[config.mk]
export PLATFORM = sky130hd
export DESIGN_NAME = idu_hazard_ctrl_flat
export DESIGN_NICKNAME = d
export VERILOG_FILES = /design/src/rtl/idu_hazard_ctrl_if.sv /design/src/rtl/idu_hazard_ctrl.sv /design/src/flat_wrapper.sv
export SDC_FILE = /design/constraint.sdc
export NUM_CORES = 1
export LEC_CHECK = 0
export ABC_AREA = 1
export CAP_MARGIN = 20
export CORE_UTILIZATION = 55
export CTS_BUF_LIST = sky130_fd_sc_hd__clkbuf_8
export CTS_CLUSTER_SIZE = 25
export DETAILED_ROUTE_END_ITERATION = 8
export PLACE_DENSITY = 0.74
export SYNTH_ARGS = -nofsm -noshare
export SYNTH_HDL_FRONTEND = slang
export SYNTH_SLANG_ARGS = --single-unit
[constraint.sdc]
create_clock -name clk -period 5.7 [get_ports clk]
set_input_delay 0.855 -clock clk [delete_from_list [all_inputs] [get_ports clk]]
set_output_delay 0.855 -clock clk [all_outputs]
set_load 0.02 [all_outputs]
[src/rtl/idu_hazard_ctrl_if.sv]
// ============================================================================
// idu_hazard_ctrl_if : decode / EX / writeback bundle seen by the hazard ctrl
// Rev 1.0
// ============================================================================
`default_nettype none

`ifndef REG_ADDR_WIDTH
`define REG_ADDR_WIDTH 5
`endif
`ifndef CU_BUS_WIDTH
`define CU_BUS_WIDTH 4
`endif
`ifndef CU_STALL
`define CU_STALL 0
`endif
`ifndef CU_FLUSH
`define CU_FLUSH 1
`endif

interface idu_hazard_ctrl_if #(
    parameter int CNT_W = 5
);
    logic                        id_inst_valid_i;
    logic                        id_rs1_re_i;
    logic [`REG_ADDR_WIDTH-1:0]  id_rs1_raddr_i;
    logic                        id_rs2_re_i;
    logic [`REG_ADDR_WIDTH-1:0]  id_rs2_raddr_i;
    logic                        id_reg_we_i;
    logic [`REG_ADDR_WIDTH-1:0]  id_reg_waddr_i;
    logic                        id_long_lat_i;
    logic                        id_fence_i;
    logic                        ex_busy_i;
    logic                        redirect_i;
    logic                        wb_valid_i;
    logic [`REG_ADDR_WIDTH-1:0]  wb_waddr_i;
    logic [`CU_BUS_WIDTH-1:0]    stall_flag_o;
    logic                        issue_o;
    logic [CNT_W-1:0]            pending_cnt_o;
    logic                        sb_err_o;

    modport master (
        output id_inst_valid_i, id_rs1_re_i, id_rs1_raddr_i, id_rs2_re_i,
               id_rs2_raddr_i, id_reg_we_i, id_reg_waddr_i, id_long_lat_i,
               id_fence_i, ex_busy_i, redirect_i, wb_valid_i, wb_waddr_i,
        input  stall_flag_o, issue_o, pending_cnt_o, sb_err_o
    );

    modport slave (
        input  id_inst_valid_i, id_rs1_re_i, id_rs1_raddr_i, id_rs2_re_i,
               id_rs2_raddr_i, id_reg_we_i, id_reg_waddr_i, id_long_lat_i,
               id_fence_i, ex_busy_i, redirect_i, wb_valid_i, wb_waddr_i,
        output stall_flag_o, issue_o, pending_cnt_o, sb_err_o
    );
endinterface

`default_nettype wire

[src/rtl/idu_hazard_ctrl.sv]
// ============================================================================
// idu_hazard_ctrl : scoreboard-based stall/flush control for the ID->EX stage
// Rev 1.0
// ============================================================================
`default_nettype none

`ifndef REG_ADDR_WIDTH
`define REG_ADDR_WIDTH 5
`endif
`ifndef CU_BUS_WIDTH
`define CU_BUS_WIDTH 4
`endif
`ifndef CU_STALL
`define CU_STALL 0
`endif
`ifndef CU_FLUSH
`define CU_FLUSH 1
`endif

module idu_hazard_ctrl #(
    parameter int MAX_OUTSTANDING = 4,
    parameter int FLUSH_CYCLES    = 2,
    parameter int CNT_W           = 5
) (
    input  logic               clk,
    input  logic               rst,
    idu_hazard_ctrl_if.slave   bus
);
    localparam logic [0:0]       c_ST_RUN     = 1'b0;
    localparam logic [0:0]       c_ST_FLUSH   = 1'b1;
    localparam logic [3:0]       c_FLUSH_LOAD = 4'(FLUSH_CYCLES - 1);
    localparam logic [CNT_W-1:0] c_MAX        = CNT_W'(MAX_OUTSTANDING);

    logic [0:0]       state_q, state_d;
    logic [3:0]       fcnt_q, fcnt_d;
    logic [31:0]      sb_q, sb_d;
    logic [CNT_W-1:0] cnt_q, cnt_d;
    logic             err_q, err_d;

    logic [31:0]      w_wb_onehot, w_rd_onehot, w_sb_eff;
    logic             w_wb_hit, w_set, w_raw, w_waw, w_full, w_fence;
    logic             w_flush, w_stall, w_issue;
    logic [CNT_W-1:0] w_cnt_base;

    always_comb begin
        w_wb_onehot = bus.wb_valid_i ? (32'd1 << bus.wb_waddr_i) : 32'd0;
        w_rd_onehot = 32'd1 << bus.id_reg_waddr_i;
        // Same-cycle writeback bypass: a completing register is already free.
        w_sb_eff    = sb_q & ~w_wb_onehot;
        w_wb_hit    = bus.wb_valid_i & sb_q[bus.wb_waddr_i];
        w_cnt_base  = cnt_q - CNT_W'(w_wb_hit);

        w_raw   = (bus.id_rs1_re_i & w_sb_eff[bus.id_rs1_raddr_i])
                | (bus.id_rs2_re_i & w_sb_eff[bus.id_rs2_raddr_i]);
        w_waw   = bus.id_reg_we_i & w_sb_eff[bus.id_reg_waddr_i];
        w_full  = bus.id_long_lat_i & bus.id_reg_we_i
                & (bus.id_reg_waddr_i != '0) & (w_cnt_base == c_MAX);
        w_fence = bus.id_fence_i & (w_cnt_base != '0);

        // Flush dominates; outputs are held quiet while reset is asserted.
        w_flush = ~rst & ((state_q == c_ST_FLUSH) | bus.redirect_i);
        w_stall = ~rst & ~w_flush & bus.id_inst_valid_i
                & (w_raw | w_waw | w_full | w_fence | bus.ex_busy_i);
        w_issue = ~rst & ~w_flush & bus.id_inst_valid_i & ~w_stall;

        w_set   = w_issue & bus.id_long_lat_i & bus.id_reg_we_i
                & (bus.id_reg_waddr_i != '0);

        sb_d  = (sb_q & ~(w_wb_hit ? w_wb_onehot : 32'd0))
              | (w_set ? w_rd_onehot : 32'd0);
        cnt_d = cnt_q + CNT_W'(w_set) - CNT_W'(w_wb_hit);
        err_d = err_q | (bus.wb_valid_i & ~sb_q[bus.wb_waddr_i]);

        state_d = state_q;
        fcnt_d  = fcnt_q;
        case (state_q)
            c_ST_RUN: begin
                if (bus.redirect_i && (c_FLUSH_LOAD != 4'd0)) begin
                    state_d = c_ST_FLUSH;
                    fcnt_d  = c_FLUSH_LOAD;
                end
            end
            default: begin
                if (bus.redirect_i) begin
                    fcnt_d = c_FLUSH_LOAD;
                    if (c_FLUSH_LOAD == 4'd0) state_d = c_ST_RUN;
                end else begin
                    fcnt_d = fcnt_q - 4'd1;
                    if (fcnt_q <= 4'd1) state_d = c_ST_RUN;
                end
            end
        endcase
    end

    always_ff @(posedge clk) begin
        if (rst) begin
            state_q <= c_ST_RUN;
            fcnt_q  <= 4'd0;
            sb_q    <= 32'd0;
            cnt_q   <= '0;
            err_q   <= 1'b0;
        end else begin
            state_q <= state_d;
            fcnt_q  <= fcnt_d;
            sb_q    <= sb_d;
            cnt_q   <= cnt_d;
            err_q   <= err_d;
        end
    end

    always_comb begin
        bus.stall_flag_o            = '0;
        bus.stall_flag_o[`CU_STALL] = w_stall;
        bus.stall_flag_o[`CU_FLUSH] = w_flush;
    end

    assign bus.issue_o       = w_issue;
    assign bus.pending_cnt_o = cnt_q;
    assign bus.sb_err_o      = err_q;

endmodule

`default_nettype wire

[src/flat_wrapper.sv]
// flat-port wrapper written by rule: the top's interface ports become plain ports
module idu_hazard_ctrl_flat 
#(
    parameter int MAX_OUTSTANDING = 4,
    parameter int FLUSH_CYCLES    = 2,
    parameter int CNT_W           = 5
)
  (clk, rst, bus_id_inst_valid_i, bus_id_rs1_re_i, bus_id_rs1_raddr_i, bus_id_rs2_re_i, bus_id_rs2_raddr_i, bus_id_reg_we_i, bus_id_reg_waddr_i, bus_id_long_lat_i, bus_id_fence_i, bus_ex_busy_i, bus_redirect_i, bus_wb_valid_i, bus_wb_waddr_i, bus_stall_flag_o, bus_issue_o, bus_pending_cnt_o, bus_sb_err_o);
  idu_hazard_ctrl_if #(.CNT_W(CNT_W)) bus_i ();
  input  logic clk;
  input  logic rst;
  input wire logic [$bits(bus_i.id_inst_valid_i)-1:0] bus_id_inst_valid_i;
  input wire logic [$bits(bus_i.id_rs1_re_i)-1:0] bus_id_rs1_re_i;
  input wire logic [$bits(bus_i.id_rs1_raddr_i)-1:0] bus_id_rs1_raddr_i;
  input wire logic [$bits(bus_i.id_rs2_re_i)-1:0] bus_id_rs2_re_i;
  input wire logic [$bits(bus_i.id_rs2_raddr_i)-1:0] bus_id_rs2_raddr_i;
  input wire logic [$bits(bus_i.id_reg_we_i)-1:0] bus_id_reg_we_i;
  input wire logic [$bits(bus_i.id_reg_waddr_i)-1:0] bus_id_reg_waddr_i;
  input wire logic [$bits(bus_i.id_long_lat_i)-1:0] bus_id_long_lat_i;
  input wire logic [$bits(bus_i.id_fence_i)-1:0] bus_id_fence_i;
  input wire logic [$bits(bus_i.ex_busy_i)-1:0] bus_ex_busy_i;
  input wire logic [$bits(bus_i.redirect_i)-1:0] bus_redirect_i;
  input wire logic [$bits(bus_i.wb_valid_i)-1:0] bus_wb_valid_i;
  input wire logic [$bits(bus_i.wb_waddr_i)-1:0] bus_wb_waddr_i;
  output wire logic [$bits(bus_i.stall_flag_o)-1:0] bus_stall_flag_o;
  output wire logic [$bits(bus_i.issue_o)-1:0] bus_issue_o;
  output wire logic [$bits(bus_i.pending_cnt_o)-1:0] bus_pending_cnt_o;
  output wire logic [$bits(bus_i.sb_err_o)-1:0] bus_sb_err_o;
  assign bus_i.id_inst_valid_i = bus_id_inst_valid_i;
  assign bus_i.id_rs1_re_i = bus_id_rs1_re_i;
  assign bus_i.id_rs1_raddr_i = bus_id_rs1_raddr_i;
  assign bus_i.id_rs2_re_i = bus_id_rs2_re_i;
  assign bus_i.id_rs2_raddr_i = bus_id_rs2_raddr_i;
  assign bus_i.id_reg_we_i = bus_id_reg_we_i;
  assign bus_i.id_reg_waddr_i = bus_id_reg_waddr_i;
  assign bus_i.id_long_lat_i = bus_id_long_lat_i;
  assign bus_i.id_fence_i = bus_id_fence_i;
  assign bus_i.ex_busy_i = bus_ex_busy_i;
  assign bus_i.redirect_i = bus_redirect_i;
  assign bus_i.wb_valid_i = bus_wb_valid_i;
  assign bus_i.wb_waddr_i = bus_wb_waddr_i;
  assign bus_stall_flag_o = bus_i.stall_flag_o;
  assign bus_issue_o = bus_i.issue_o;
  assign bus_pending_cnt_o = bus_i.pending_cnt_o;
  assign bus_sb_err_o = bus_i.sb_err_o;
  idu_hazard_ctrl #(.MAX_OUTSTANDING(MAX_OUTSTANDING), .FLUSH_CYCLES(FLUSH_CYCLES), .CNT_W(CNT_W)) u_core (.clk(clk), .rst(rst), .bus(bus_i));
endmodule
Word level (Yosys, flattened, before mapping):

Index checks and enable logic that the tools add are counted.

* $add $sub $neg: 4
* $mul: 0
* div/mod/pow operators: 0
* order comparisons: 5
* equal/unequal tests: 1
* shift-type cells: 2
* multiplexer cells: 18
* bitwise gates (word level): 33
* reduce and logical (&&, ||, !) cells: 3

Operators with widths (count)
* 32-bit two-way mux: 3
* 32-bit bitwise AND: 2
* 32-bit NOT: 2
* 1-bit by 5-bit left shift with 32-bit output, first input constant: 2
* 32-bit OR: 1
* 5-bit by 6-bit < comparator with 1-bit output, second input constant: 4
* 1-bit binary-select mux with 5-bit select: 4
* 1-bit bitwise AND: 17
* 4-bit two-way mux: 3
* 5-bit nonzero test: 2
* 5-bit by 1-bit subtractor with 5-bit output: 2
* 1-bit two-way mux: 8
* 1-bit OR: 7
* 5-bit by 1-bit adder with 5-bit output: 1
* 5-bit by 3-bit == test with 1-bit output, second input constant: 1
* 4-bit by 1-bit <= comparator with 1-bit output, second input constant: 1
* 1-bit NOT: 4
* 4-bit by 1-bit subtractor with 4-bit output, second input constant: 1
* 2-bit nonzero test: 1

* register bits: 43
* latch bits: 0
* memory bits (writable): 0
* memory bits (read-only): 0
* input port bits: 31
* memories: 0

Depth between registers and ports, before layout:

Gate-level depths: netlist of the first run.

* depth after elaboration: 20
* depth in mapped cells: 28

Least setup slack after synthesis of the first run:

No wires, ideal clock.

* path type: input-to-reg
* from: input bus_wb_waddr_i[1]
* to: register u_core.cnt_q[4], in the netlist u_core.bus.pending_cnt_o[4]
* library setup time: 0.122 ns
* arrival: 4.516 ns
* data required time: 5.578 ns
* slack: 1.062 ns
* stages: 26
* buffers on the path: 2
* cell sequence: nor2_2 -> buf_2 -> a22oi_1 -> a41oi_1 -> o21ai_0 -> nand3_1 -> nand2_1 -> nor2_1 -> ha_1 -> inv_1 -> ha_1 -> nor3_1 -> nand3_1 -> a221oi_1 -> nand3_2 -> nor2_4 -> buf_6 -> nand2_1 -> nor2_1 -> ha_1 -> inv_1 -> fa_1 -> o21bai_1 -> a21oi_1 -> o21ai_0 -> a21oi_1

* longest elaborated chain between the ends: 20
* elaborated cells on any way between the ends: 34
* classes of those cells: add/sub (3); eq/ne (1); shift (1); mux (9); bitwise (19); reduce/logical (1)

Ends and longest elaborated chain
* start, declared: RTL line flat_wrapper.sv:24 `input wire logic [$bits(bus_i.wb_waddr_i)-1:0] bus_wb_waddr_i;`
* branches (longest 19 deep; another with 5-bit by 1-bit subtractor with 5-bit output)
* 5-bit by 1-bit subtractor with 5-bit output *: RTL line idu_hazard_ctrl.sv:71 `cnt_d = cnt_q + CNT_W'(w_set) - CNT_W'(w_wb_hit);`
* end signal, assigned: RTL line idu_hazard_ctrl.sv:106 `cnt_q <= cnt_d;`
* end, declared: RTL line idu_hazard_ctrl.sv:37 `logic [CNT_W-1:0] cnt_q, cnt_d;`

Every way passes the cells marked *. The select of a mux whose other input is x is not followed.
A chain may end at the register's enable or synchronous reset.

Worst setup path in the final report of the first run:

* from: input bus_wb_waddr_i[1]
* to: output bus_stall_flag_o[0]

* longest elaborated chain between the ends: 13
* elaborated cells on any way between the ends: 27
* classes of those cells: add/sub (1); eq/ne (1); shift (1); mux (9); bitwise (14); reduce/logical (1)

Ends and longest elaborated chain
* branches (longest 10 deep; another with 5-bit by 1-bit subtractor with 5-bit output)
* 1-bit OR * (2 in a row): RTL line idu_hazard_ctrl.sv:63 `& (w_raw | w_waw | w_full | w_fence | bus.ex_busy_i);`
* 1-bit bitwise AND *: RTL line idu_hazard_ctrl.sv:63
* end, declared: RTL line flat_wrapper.sv:25 `output wire logic [$bits(bus_i.stall_flag_o)-1:0] bus_stall_flag_o;`

Marked as above.

==> reports/summary.txt, run 1 <==
Status - finished, violations left
Failing checks - DRC
Number of port buffers - 39
Met3 track demand over resource in global routing - 7.18%
Number of max-cap violations - 0
Total of warnings raised by yosys - 0
First DRT Iteration DRCs - 563
Cell with the most instances after synthesis - sky130_fd_sc_hd__nand3_1
Number of routed nets with antenna violations - 0
Sum of overflow across all layers after global routing - 0
Worst-path cell with the longest stage delay - sky130_fd_sc_hd__clkdlybuf4s50_1
Number of gates resized after cts - 1
Die outline width - 84.2 um
Clock insertion delay at the later pin of the skew report - 0.30 ns
Hold bufs inserted after CTS - 0
Post-Syn Area - 3710 sq um
Number of buffers inserted by post-CTS setup repair - 0
Number of synthesized flops with an enable pin - 0
Utilization of the core after routing - 64.9%
Slew HR - 42.1%
Wire length of the first global-routing pass - 21.2 mm
Fin nets - 664
GR Layer Usage met1 - 54.1%
RSZ-0062 raised after global routing - no
Number of buffers inserted during clock tree synthesis - 5
Number of ports placed on the die boundary - 42
Die Y-Extent - 84.2 um
Total die area - 7080 sq um
Total detailed-routing wirelength - 13.1 mm
Clock root buffer - sky130_fd_sc_hd__clkbuf_8
Critical path's largest stage delay - 0.59 ns
Fin. max-slew vios - 0
Met2 Usage GRT - 55.1%
Clock-pin slew on the worst setup and hold paths - 0.08 ns
Startpoint of the worst register-to-register path - u_core.sb_q[25]
Cell seen most often among critical-path stages - sky130_fd_sc_hd__nand2_1
Share of synthesized flip-flops with an asynchronous set or reset - 0%
Via count of the routed design - 4,654
R2r setup slk - 1.54 ns
Beginning of the critical path - bus_wb_waddr_i[1]
Placer congestion estimate - 0.970
Synth top area cells - sky130_fd_sc_hd__dfxtp_1 (23%), sky130_fd_sc_hd__nand3_1 (17%), sky130_fd_sc_hd__nand2_1 (9.9%)
Post-synthesis cell count - 606
Worst Reg2Reg Path Length in Cells - 23
Largest net degree at the start of global routing - 39
Total negative setup slack - 0 ns
Cell class contributing the biggest share of worst-path delay - buffers and inverters
Antenna cells - 0
Total iterations of the first detailed-routing run - 8
Via count of the first global-routing pass - 4,123
Initial antenna violation count - 0
Hold Slack - 0.481 ns
Worst path buffer plus inverter count - 4
Cell depth of the worst setup path - 19
Flops & latches, synth - 43
Floorplan Core Area - 6420 sq um
Final hold viol count - 0
Final setup violating endpoints - 0
Final Critical Period - 5.38 ns
Total clock sinks - 43
Overall routing resource usage - 37.5%
Fill cells - 603
Cell type with the highest aggregate area in the netlist - sky130_fd_sc_hd__dfxtp_1
Type of element capturing the critical path - output port
CTS tree - built
Area share of the leading cell type in the synthesized netlist - 23.2%
Wire length per cell - 18.8 um
Detail Placement HPWL - 9.70 mm
Via-per-instance ratio - 6.65
Critical Path Source Type - primary input
Worst hold-check path type - register to register
Number of design rule violations left after detail routing - 10
Leakage power - 1.56 nW
Peak Freq - 186 MHz
List of cells traversed by the critical path - clkdlybuf4s50_1 -> nand2_1 -> inv_1 -> nand2_1 -> a41oi_1 -> o21ai_0 -> nand3_1 -> nand2_1 -> nor2_1 -> ha_1 -> inv_1 -> ha_1 -> nor3_2 -> nand3_1 -> a221oi_2 -> nand3_2 -> nor2_4 -> nor2_1 -> clkdlybuf4s50_1
Count of unique library cells instantiated by Yosys - 40
Critical path arrival - 4.52 ns
Leading register cell type out of synthesis - sky130_fd_sc_hd__dfxtp_1
Final Cycle Share - 94.4%
Fraction of layout cells with a size suffix above 1 - 5.14%
Top cells by count, synth - sky130_fd_sc_hd__nand3_1 (124), sky130_fd_sc_hd__nand2_1 (98), sky130_fd_sc_hd__nor2_1 (62)
Busiest grt layer - met2
Power density over the cells - 189 nW/um^2
Worst setup path endpoint - bus_stall_flag_o[0]
Worst Max-Slew Pin Slew - 0.866 ns
Number of buffers on the longest clock path - 2
CP Class - primary input to output port
Number of core rows - 29
Post-synthesis area per instance - 6.13 sq um
Portion of the post-synthesis area used by sequential elements - 23.2%
Required @ worst endpoint - 4.85 ns
Critical R2R Capture - u_core.bus.pending_cnt_o[4]
Worst supply voltage drop on vdd - 128 uV
H-tree levels - 2
Worst Clk Skew - 0.00533 ns
Crit Path Max Fanout - 7
Synth-to-layout area growth - 12.2%
Initial cell density of the core - 57.8%
-- worst reg2reg max path: cells and delay by family (launching register included) --
kind                       cells  cell delay [ns]
adders and majority gates      4             1.18
AOI/OAI and AO/OA              8             1.16
and+or+nand+nor                9             1.14
DFF                            1             0.44
buffers and inverters          2             0.12
-- how the worst min path moves through the flow --
stage                              from                   to  slack (ns)  cells after the start
floorplan              u_core.fcnt_q[3]       u_core.state_q        0.45                      2
global placement    u_core.bus.sb_err_o  u_core.bus.sb_err_o        0.46                      2
detailed placement  u_core.bus.sb_err_o  u_core.bus.sb_err_o        0.47                      2
CTS                 u_core.bus.sb_err_o  u_core.bus.sb_err_o        0.49                      2
global route        u_core.bus.sb_err_o  u_core.bus.sb_err_o        0.52                      2
finish              u_core.bus.sb_err_o  u_core.bus.sb_err_o        0.48                      2
-- area by class of cell --
cell class,instances,area [sq um],share of cell area (%)
clock buffer,5,68.8,1.65
clock inverter,3,16.3,0.390
inverter,59,221,5.32
multi-input combinational,462,2420,58.2
sequential,43,861,20.7
tap,77,96.3,2.31
timing repair buffer,51,479,11.5
-- report_power, final --
part | internal [mW] | switching (mW)
logic | 0.0974 | 0.168
clock network | 0.0841 | 0.115
registers | 0.312 | 0.0121
total | 0.493 | 0.294
-- metal layers --
| layer | vias to the layer above | wire length [um] |
|---|---|---|
| met5 | - | 0 |
| met4 | 0 | 472 |
| met3 | 53 | 1590 |
| met2 | 358 | 5550 |
| met1 | 2105 | 5530 |
| li1 | 2138 | - |
-- cell families (layout without fill, tap and decap cells) --
| group | count (synthesis) | after routing | synth area share [%] |
|---|---|---|---|
| and+or+nand+nor | 345 | 345 | 43.6 |
| buffers and inverters | 102 | 118 | 11.9 |
| AOI/OAI and AO/OA | 100 | 100 | 16.3 |
| DFF | 43 | 43 | 23.2 |
| adders and majority gates | 11 | 11 | 3.91 |
| xor gates and xnor gates | 4 | 4 | 0.944 |
| other | 1 | 2 | 0.101 |
-- registers in the layout, summed over array words and instances (netlist names) --
register	count
u_core.sb_q	32
u_core.bus.pending_cnt_o	5
u_core.fcnt_q	4
u_core.bus.sb_err_o	1
u_core.state_q	1
-- metrics by stage --
stage	instances	instance area, sq um	setup WS, ns	power (mW)
6_report	700	4170	0.320	0.788
3_5_place_dp	692	4070	0.0118	0.583
2_1_floorplan	607	3720	1.06	0.500
5_1_grt	700	4170	0.0622	0.820
4_1_cts	700	4160	0.142	0.774
3_3_place_gp	692	4070	0.157	0.577
-- cells in the final DEF (no fill, tap or decap), types with 3 or more instances in the layout --
cell type	Yosys	final
sky130_fd_sc_hd__o211ai_1	15	15
sky130_fd_sc_hd__inv_2	1	3
sky130_fd_sc_hd__o21ai_0	11	11
sky130_fd_sc_hd__nor2_2	3	3
sky130_fd_sc_hd__xor2_1	3	3
sky130_fd_sc_hd__nand4_1	45	45
sky130_fd_sc_hd__clkdlybuf4s50_1	0	38
sky130_fd_sc_hd__a22oi_1	9	9
sky130_fd_sc_hd__nor4_1	5	5
sky130_fd_sc_hd__nand2_1	98	98
sky130_fd_sc_hd__nand3_1	124	124
sky130_fd_sc_hd__inv_1	56	55
sky130_fd_sc_hd__dfxtp_1	43	43
sky130_fd_sc_hd__a21oi_1	50	50
sky130_fd_sc_hd__ha_1	10	10
sky130_fd_sc_hd__buf_4	6	12
sky130_fd_sc_hd__clkbuf_8	0	5
sky130_fd_sc_hd__nor2_1	62	62
Power figures use the tool's default switching activity.
==> inputs of run 2 (changes only) <==
- RECOVER_POWER: default -> 25
==> reports/summary.txt, run 2 (synthesis gave the netlist of run 1 again) <==
Wire length per cell - 18.7 um (-0.54%)
Number of routed nets with antenna violations - 0 (unchanged)
Overall routing resource usage - 37.5% (unchanged)
Floorplan Core Area - 6420 sq um (unchanged)
Total die area - 7080 sq um (unchanged)
Number of max-cap violations - 1 (+1)
Number of gates resized after cts - 1 (unchanged)
Commonest cells after routing, fill and taps aside - sky130_fd_sc_hd__nand3_1 (124), sky130_fd_sc_hd__nand2_1 (98), sky130_fd_sc_hd__nor2_1 (62)
Number of flip-flops under the largest register name - 32 (unchanged)
Status - finished, violations left
Required @ worst endpoint - 4.85 ns (about the same)
H-tree levels - 2 (unchanged)
Number of buffers inserted during clock tree synthesis - 5 (unchanged)
Initial cell density of the core - 57.8% (unchanged)
Slew HR - -22.4% (-64 points)
Placer congestion estimate - 0.970 (unchanged)
Worst Max-Slew Pin Slew - 1.84 ns (+0.970 ns)
Final Critical Period - 5.39 ns (+0.00995 ns)
Failing checks - DRC, capacitance limit, slew limit
RSZ-0062 raised after global routing - no
Total clock sinks - 43 (unchanged)
Fin. max-slew vios - 39 (+39)
Hold bufs inserted after CTS - 0 (unchanged)
Peak Freq - 186 MHz (-0.18%)
Total negative setup slack - 0 ns (unchanged)
Critical path arrival - 4.53 ns (about the same)
Cell area after placement - 4070 sq um (unchanged)
Final setup violating endpoints - 0 (unchanged)
Sum of overflow across all layers after global routing - 0 (unchanged)
Synth-to-layout area growth - 12.1% (about the same)
Number of core rows - 29 (unchanged)
Number of ports placed on the die boundary - 42 (unchanged)
Number of port buffers - 39 (unchanged)
Cell class contributing the biggest share of worst-path delay - buffers and inverters
Type of element capturing the critical path - output port
Total detailed-routing wirelength - 13.1 mm (-0.54%)
Worst supply voltage drop on vdd - 127 uV (-1.2%)
Fin nets - 664 (unchanged)
CTS tree - built
Worst path buffer plus inverter count - 4 (unchanged)
Worst-path cell with the longest stage delay - sky130_fd_sc_hd__clkdlybuf4s50_1
Leakage power - 1.57 nW (+0.62%)
Fraction of layout cells with a size suffix above 1 - 4.98% (-0.16 points)
Number of buffers on the longest clock path - 2 (unchanged)
Clock-pin slew on the worst setup and hold paths - 0.08 ns (about the same)
Die outline width - 84.2 um (unchanged)
Min-Delay Startpoint - u_core.bus.sb_err_o
Die Y-Extent - 84.2 um (unchanged)
Antenna cells - 0 (unchanged)
List of cells traversed by the critical path - clkdlybuf4s50_1 -> nand2_1 -> inv_1 -> nand2_1 -> a41oi_1 -> o21ai_0 -> nand3_1 -> nand2_1 -> nor2_1 -> ha_1 -> inv_1 -> ha_1 -> nor3_2 -> nand3_1 -> a221oi_2 -> nand3_2 -> nor2_4 -> nor2_1 -> clkdlybuf4s50_1
First DRT Iteration DRCs - 602 (+6.9%)
Initial antenna violation count - 0 (unchanged)
Most flops, register - u_core.sb_q
Number of design rule violations left after detail routing - 10 (unchanged)
Cell seen most often among critical-path stages - sky130_fd_sc_hd__nand2_1
Total iterations of the first detailed-routing run - 7 (-1)
CP Class - primary input to output port
Via count of the first global-routing pass - 4,123 (unchanged)
Clock root buffer - sky130_fd_sc_hd__clkbuf_8
Wire length of the first global-routing pass - 21.2 mm (unchanged)
Final hold viol count - 0 (unchanged)
Startpoint of the worst register-to-register path - u_core.sb_q[9]
Worst Clk Skew - 0.00636 ns (+0.00103 ns)
Clock insertion delay at the later pin of the skew report - 0.30 ns (about the same)
Critical Path Source Type - primary input
Most common cell after layout, fill and taps aside - sky130_fd_sc_hd__nand3_1
Largest net degree at the start of global routing - 39 (unchanged)
Via count of the routed design - 4,616 (-0.82%)
Critical path's largest stage delay - 0.59 ns (about the same)
Worst hold-check path type - register to register
Crit Path Max Fanout - 7 (unchanged)
Detail Placement HPWL - 9.70 mm (unchanged)
Via-per-instance ratio - 6.59 (-0.82%)
Power density over the cells - 188 nW/um^2 (-0.46%)
Final std cell area, no fill - 4160 sq um (about the same)
Beginning of the critical path - bus_wb_waddr_i[1]
Final Cycle Share - 94.6% (+0.17 points)
Number of buffers inserted by post-CTS setup repair - 0 (unchanged)
run 2: worst paths after layout:
| kind | to | slack (ns) | depth (start not counted) |
|---|---|---|---|
| worst max register to register | u_core.bus.pending_cnt_o[4] | 1.57 | 22 |
| worst min register to register | u_core.bus.sb_err_o | 0.48 | 2 |
| worst min-delay path | u_core.bus.sb_err_o | 0.48 | 2 |
| worst max-delay path | bus_stall_flag_o[0] | 0.31 | 19 |
run 2: layer usage:
layer	track usage (%)	part of all wire [%]	vias to the layer above
met5	0	0	-
met4	14.7	3.6	0
met3	7.18	12	46
met2	55.1	41	344
met1	54.1	42	2090
li1	-	-	2136
run 2: final cells by class:
type                    count  area (sq um)
clock buffers               5          68.8
clock inverters             3          16.3
fillers                   605          2260
inverters                  59           221
multi-input cells         462          2420
flip-flops and latches     43           861
well taps                  77          96.3
repair buffers             51           475
run 2: stage by stage:
stage | power [mW] | util (%) | worst slack (ns) | hold slack (ns) | std cells
floorplan | 0.500 | - | 1.06 | 0.452 | 607
global placement | 0.577 | 63.4 | 0.157 | 0.464 | 692
detailed placement | 0.583 | 63.4 | 0.0118 | 0.470 | 692
CTS | 0.774 | 64.7 | 0.142 | 0.489 | 700
global route | 0.817 | 64.8 | 0.0599 | 0.511 | 700
finish | 0.783 | 64.8 | 0.310 | 0.476 | 700
run 2: worst reg2reg max path, delay by kind of cell (launching register included):
family	cells	cell delay, ns
fa+ha+maj	4	1.10
buf+inv	2	0.13
compound gates	7	1.24
flops	1	0.42
simple gates	9	1.14
run 2: where the power goes:
part           switching, mW  total (mW)  internal (mW)
logic                  0.167       0.260         0.0936
registers             0.0121       0.324          0.312
clock network          0.115       0.199         0.0841
